### config.mk
export PLATFORM = sky130hd
export DESIGN_NAME = hold_mon
export DESIGN_NICKNAME = d
export VERILOG_FILES = /design/src/rtl/hold_mon.sv
export SDC_FILE = /design/constraint.sdc
export NUM_CORES = 1
export LEC_CHECK = 0
export ABC_AREA = 1
export ABC_CLOCK_PERIOD_IN_PS = 1600
export BUFFER_PORTS_ARGS = -buffer_cell sky130_fd_sc_hd__buf_2
export CAP_MARGIN = 25
export CORE_MARGIN = 2
export CORE_UTILIZATION = 55
export DETAILED_ROUTE_END_ITERATION = 8
export GPL_ROUTABILITY_DRIVEN = 0
export PLACE_DENSITY = 0.77
export REMOVE_ABC_BUFFERS = 1
export SLEW_MARGIN = 20
export SYNTH_ARGS = -nofsm -noshare
export SYNTH_HDL_FRONTEND = slang
export SYNTH_SLANG_ARGS = --single-unit
### constraint.sdc
create_clock -name clk -period 1.6 [get_ports clk]
set_input_delay 0.32 -clock clk [delete_from_list [all_inputs] [get_ports clk]]
set_output_delay 0.32 -clock clk [all_outputs]
set_load 0.01 [all_outputs]
### src/rtl/hold_mon.sv
// Purpose: per-burst monitor of the hold-output stage: measures g-high length, checks the f toggle, counts bursts.
// Latency: len_vld rises 1 cycle after g's first low sample (toggle seen), k+1 if the toggle is k cycles late, TOG_WIN+1 on timeout.
// Backpressure: none; passive observer, never stalls upstream. Optional statistics under HOLD_MON_STAT_EN.
module hold_mon #(
  parameter int LEN_W   = 4,
  parameter int EXP_LEN = 6,
  parameter int TOG_WIN = 2
) (
  input  logic             clk,
  input  logic             rst,
  input  logic             g_in,
  input  logic             f_in,
  input  logic             enable,
  output logic             busy,
  output logic             len_vld,
  output logic [LEN_W-1:0] len_out,
  output logic             len_err,
  output logic             tog_err,
  output logic [7:0]       burst_cnt
`ifdef HOLD_MON_STAT_EN
  ,
  output logic [LEN_W-1:0] len_min,
  output logic [LEN_W-1:0] len_max,
  output logic [7:0]       err_cnt
`endif
);

  // win only has to count 0..TOG_WIN-1
  localparam int WIN_W = (TOG_WIN > 1) ? $clog2(TOG_WIN) : 1;
  localparam logic [WIN_W-1:0] WIN_LAST = WIN_W'(TOG_WIN - 1);
  localparam logic [LEN_W-1:0] LEN_SAT  = '1;
  localparam logic [LEN_W-1:0] LEN_EXP  = LEN_W'(EXP_LEN);
  localparam logic [LEN_W-1:0] LEN_ONE  = LEN_W'(1);

  typedef enum logic [1:0] {
    IDLE   = 2'd0,
    MEAS   = 2'd1,
    WAIT_F = 2'd2,
    REPORT = 2'd3
  } state_t;

  state_t           state;
  logic             g_q;
  logic [LEN_W-1:0] len;
  logic [WIN_W-1:0] win;
  logic             f_ref;
  logic             early;

  logic             toggled;
  logic             cap;
  logic             rpt_go;
  logic             rpt_to;
  logic             rpt_tog;
  logic             rpt_len_err;

  // Decode edge/toggle events and the "entering REPORT this edge" condition shared by FSM and report registers
  always_comb begin
    toggled     = (f_in != f_ref);
    cap         = g_in & ~g_q & enable;
    rpt_to      = 1'b0;
    rpt_go      = 1'b0;
    if (state == MEAS) begin
      rpt_go = ~g_in & toggled;
    end else if (state == WAIT_F) begin
      rpt_to = ~toggled & (win == WIN_LAST);
      rpt_go = toggled | rpt_to;
    end
    rpt_tog     = early | rpt_to;
    rpt_len_err = (len != LEN_EXP);
  end

  // Burst FSM: capture on an enabled rise, count g-high cycles, then wait a bounded window for the f toggle
  always_ff @(posedge clk) begin
    if (rst) begin
      state <= IDLE;
      g_q   <= 1'b1;
      len   <= '0;
      win   <= '0;
      f_ref <= 1'b0;
      early <= 1'b0;
      busy  <= 1'b0;
    end else begin
      g_q <= g_in;
      case (state)
        IDLE: begin
          if (cap) begin
            state <= MEAS;
            busy  <= 1'b1;
            len   <= LEN_ONE;
            f_ref <= f_in;
            early <= 1'b0;
          end
        end
        MEAS: begin
          if (g_in) begin
            if (len != LEN_SAT) begin
              len <= len + LEN_ONE;
            end
            if (toggled) begin
              early <= 1'b1;
            end
          end else if (toggled) begin
            state <= REPORT;
          end else begin
            state <= WAIT_F;
            win   <= '0;
          end
        end
        WAIT_F: begin
          if (toggled || (win == WIN_LAST)) begin
            state <= REPORT;
          end else begin
            win <= win + WIN_W'(1);
          end
        end
        REPORT: begin
          // a rise landing in the report cycle starts the next burst without a gap
          if (cap) begin
            state <= MEAS;
            busy  <= 1'b1;
            len   <= LEN_ONE;
            f_ref <= f_in;
            early <= 1'b0;
          end else begin
            state <= IDLE;
            busy  <= 1'b0;
          end
        end
        default: begin
          state <= IDLE;
          busy  <= 1'b0;
        end
      endcase
    end
  end

  // Report registers: strobe for one cycle, results held until the next report
  always_ff @(posedge clk) begin
    if (rst) begin
      len_vld   <= 1'b0;
      len_out   <= '0;
      len_err   <= 1'b0;
      tog_err   <= 1'b0;
      burst_cnt <= 8'd0;
    end else begin
      len_vld <= rpt_go;
      if (rpt_go) begin
        len_out   <= len;
        len_err   <= rpt_len_err;
        tog_err   <= rpt_tog;
        burst_cnt <= burst_cnt + 8'd1;
      end
    end
  end

`ifdef HOLD_MON_STAT_EN
  // Running min/max length and saturating error count, updated on each report
  always_ff @(posedge clk) begin
    if (rst) begin
      len_min <= '1;
      len_max <= '0;
      err_cnt <= 8'd0;
    end else if (rpt_go) begin
      if (len < len_min) begin
        len_min <= len;
      end
      if (len > len_max) begin
        len_max <= len;
      end
      if ((rpt_len_err | rpt_tog) && (err_cnt != 8'hFF)) begin
        err_cnt <= err_cnt + 8'd1;
      end
    end
  end
`endif

endmodule

==> impl_metrics.py <==
metrics = {
    "placement": {
        "dp_hpwl_mm": 2.27,
        "portBuffers": 20,
    },
    "worst_hold_path": {
        "hp-class": "input port to register",
    },
    "detailed_routing": {
        "drt_iter0_markers": 43,
        "drc": 0,
        "wirelength_mm": 3.06,
        "wire_per_inst_microns": 11.9,
        "dr.pass1.iters": 4,
        "viasPerCell": 5.23,
        "vias": 1344,
        "antenna_left": 0,
    },
    "power_and_ir_drop": {
        "p_leak_nw": 0.729,
        "peakVddDrop_mv": 0.926,
        "powerDensity_nw_per_um2": 1340,
    },
    "logic_synthesis": {
        "syn_area_per_cell_sq_um": 7.19,
        "synth_compound_area_share_pct": 12.2,
        "synth-seq-cells": 26,
        "synth.top_cells.by_area": "dfxtp_1 (35%), nand2_1 (12%), nand3_1 (8.8%)",
        "synth_top_family_by_area": "simple AND/OR/NAND/NOR gates",
        "synth_cell_type_count": 22,
        "synth_simple_gate_area_share_pct": 36.3,
        "synth.area.mux_share_pct": 0,
        "yosysTopAreaCellShare_pct": 35.2,
        "yosys.area_share.adder_pct": 6.76,
        "yosys.area.top_type": "dfxtp_1",
        "synth_xor_xnor_area_share_pct": 1.18,
        "ys_seq_area_share_pct": 35.2,
        "syn_inst": 206,
        "synth_area_sq_um": 1480,
        "yosysWarningCount": 0,
    },
    "grt": {
        "grt_max_degree": 18,
        "track_usage_pct": 20.0,
        "grt_pass1_vias": 1223,
        "grt-ovfl-total": 0,
        "antenna_found_initial": 0,
        "grt_pass1_wl_mm": 5.09,
    },
    "sta": {
        "setup_viol": 0,
        "rsz0062_at_grt": "no",
        "fin_crit_ns": 1.52,
        "tightest_slew_ns": 0.382,
        "fin_crit_sh_pct": 95.2,
        "finalHoldViolations": 0,
        "hold_slack_ns": 0.243,
        "max_freq_ghz": 0.656,
        "maxSlewHeadroom_pct": 74.5,
        "drv_slew": 0,
        "fin_skew_ns": 0.00247,
    },
    "setup_path": {
        "crit_path_start_kind": "register",
        "r2r_setup_slack_ns": 0.08,
        "ff2ff_path_depth": 9,
        "crit_end": "len_err",
        "required_ns": 1.84,
        "worstSetupEndpointType": "register",
        "r2r-start": "state[0]",
        "cp_data_arrival_time_ns": 1.76,
        "cp_max_fo": 17,
        "reg2reg_to": "len_err",
        "criticalPathCategory": "register to register",
        "crit_start": "state[0]",
    },
    "die": {
        "pin_count": 21,
        "initial_utilization_pct": 58.7,
        "die_h_microns": 55.9,
        "core_sq_um": 2520,
        "rows": 18,
        "dieArea_sq_um": 3120,
        "die_w_microns": 55.9,
    },
    "clock_network": {
        "root_buffer": "clkbuf_4",
        "clkTransAtPathRegs_ns": 0.15,
        "cts_made_buffers": 3,
        "cts_buffer_depth": 2,
        "clkSinkCount": 26,
        "cts_tree": "built",
        "insertion_delay_ns": 0.32,
        "htreeDepth": 1,
    },
    "cells_and_area": {
        "nets": 241,
        "antenna_cells": 0,
        "drive_gt1_share_pct": 28.6,
        "fin_util_pct": 66.9,
        "area_growth_syn_to_layout_pct": 13.9,
    },
    "job": {
        "max-cap-violations": 0,
    },
    "run_status": {
        "status": "complete, no violations",
    },
}
routing by layer:
metal | global-route usage [%] | up-vias | routed length (microns)
li1 | - | 701 | -
met1 | 24.7 | 608 | 1420
met2 | 35.7 | 29 | 1490
met3 | 2.09 | 6 | 97
met4 | 7.82 | 0 | 46
met5 | 0 | - | 0
Yosys cell counts, drive strengths merged:
cell and number:
nand2 64, dfxtp 26, nand3 26, nor2 26, a21oi 20, inv 18
ha 8, buf 6, o21ai 5, o21a 2, xnor2 2, a31oi 1
clkbuf 1, or2 1
where the power goes:
group	total, mW	internal (mW)	leakage, nW	switching, mW
logic	0.955	0.365	0.489	0.590
registers	0.852	0.750	0.212	0.102
clock network	0.460	0.253	0.0279	0.207
layout make-up:
type	instances	area, sq um
Fill cell	210	836
Tap cell	30	37.5
Sequential cell	26	523
Clock inverter	1	30.0
Clock buffer	3	22.5
Timing Repair Buffer	24	130
Inverter	18	67.6
Multi-Input combinational cell	155	876
state kept, by name, summed over array words and instances (netlist names):
name and flops:
state 2, tog_err 1, g_q 1, len_err 1, early 1, busy 1
f_ref 1, len 4, len_out 4, burst_cnt 8, len_vld 1, win 1
layout by cell type (no fill, tap or decap):
master / n
nand2_1: 48
nand3_1: 25
nor2_1: 25
dfxtp_1: 24
buf_2: 20
inv_1: 14
nand2_2: 12
a21oi_1: 11
a21oi_2: 9
o21ai_0: 5
ha_1: 5
inv_2: 4
buf_4: 4
nand2_4: 3
clkbuf_4: 3
o21a_1: 2
xnor2_1: 2
ha_4: 2
dfxtp_2: 2
nand3_2: 1
nand2_8: 1
nor2_2: 1
or2_2: 1
a31oi_1: 1
ha_2: 1
bufinv_16: 1
worst max-delay path, cell delays in order (launching register included):
cell     delay, ns
dfxtp_2       0.38
inv_1         0.18
ha_2          0.27
nand2_2       0.09
nand2_4       0.07
nand2_4       0.07
nand2_8       0.14
nand2_1       0.09
nor2_1        0.09
nor2_1        0.05
how the worst min path moves through the flow:
stage | slack, ns | cells past startpoint | startpoint | endpoint
5_1_grt | 0.25 | 3 | g_in | g_q
3_5_place_dp | 0.46 | 2 | early | early
2_1_floorplan | 0.38 | 1 | rst | burst_cnt[0]
3_3_place_gp | 0.45 | 2 | early | early
6_report | 0.24 | 3 | g_in | g_q
4_1_cts | 0.24 | 3 | g_in | g_q
timing repair:
item,in CTS,in global routing
buffers inserted,0,0
endpoints found under the setup margin,0,11
hold buffers,0,0
resized for setup,0,9
metrics by stage:
stage	instances	setup slack, ns	instance area, sq um	setup TNS (ns)	power [mW]
2_1_floorplan	199	-0.0579	1420	-0.122	1.48
3_3_place_gp	253	0.101	1590	0	1.68
3_5_place_dp	253	0.0323	1590	0	1.72
4_1_cts	257	0.0186	1640	0	2.18
5_1_grt	257	0.00694	1690	0	2.41
6_report	257	0.0761	1690	0	2.27
cell families (layout without fill, tap and decap cells):
family	Yosys count	after routing
AOI/OAI and AO/OA	28	28
xor gates and xnor gates	2	2
adders and majority gates	8	8
buffers and inverters	25	46
DFF	26	26
and+or+nand+nor	117	117
Power figures use the tool's default switching activity.
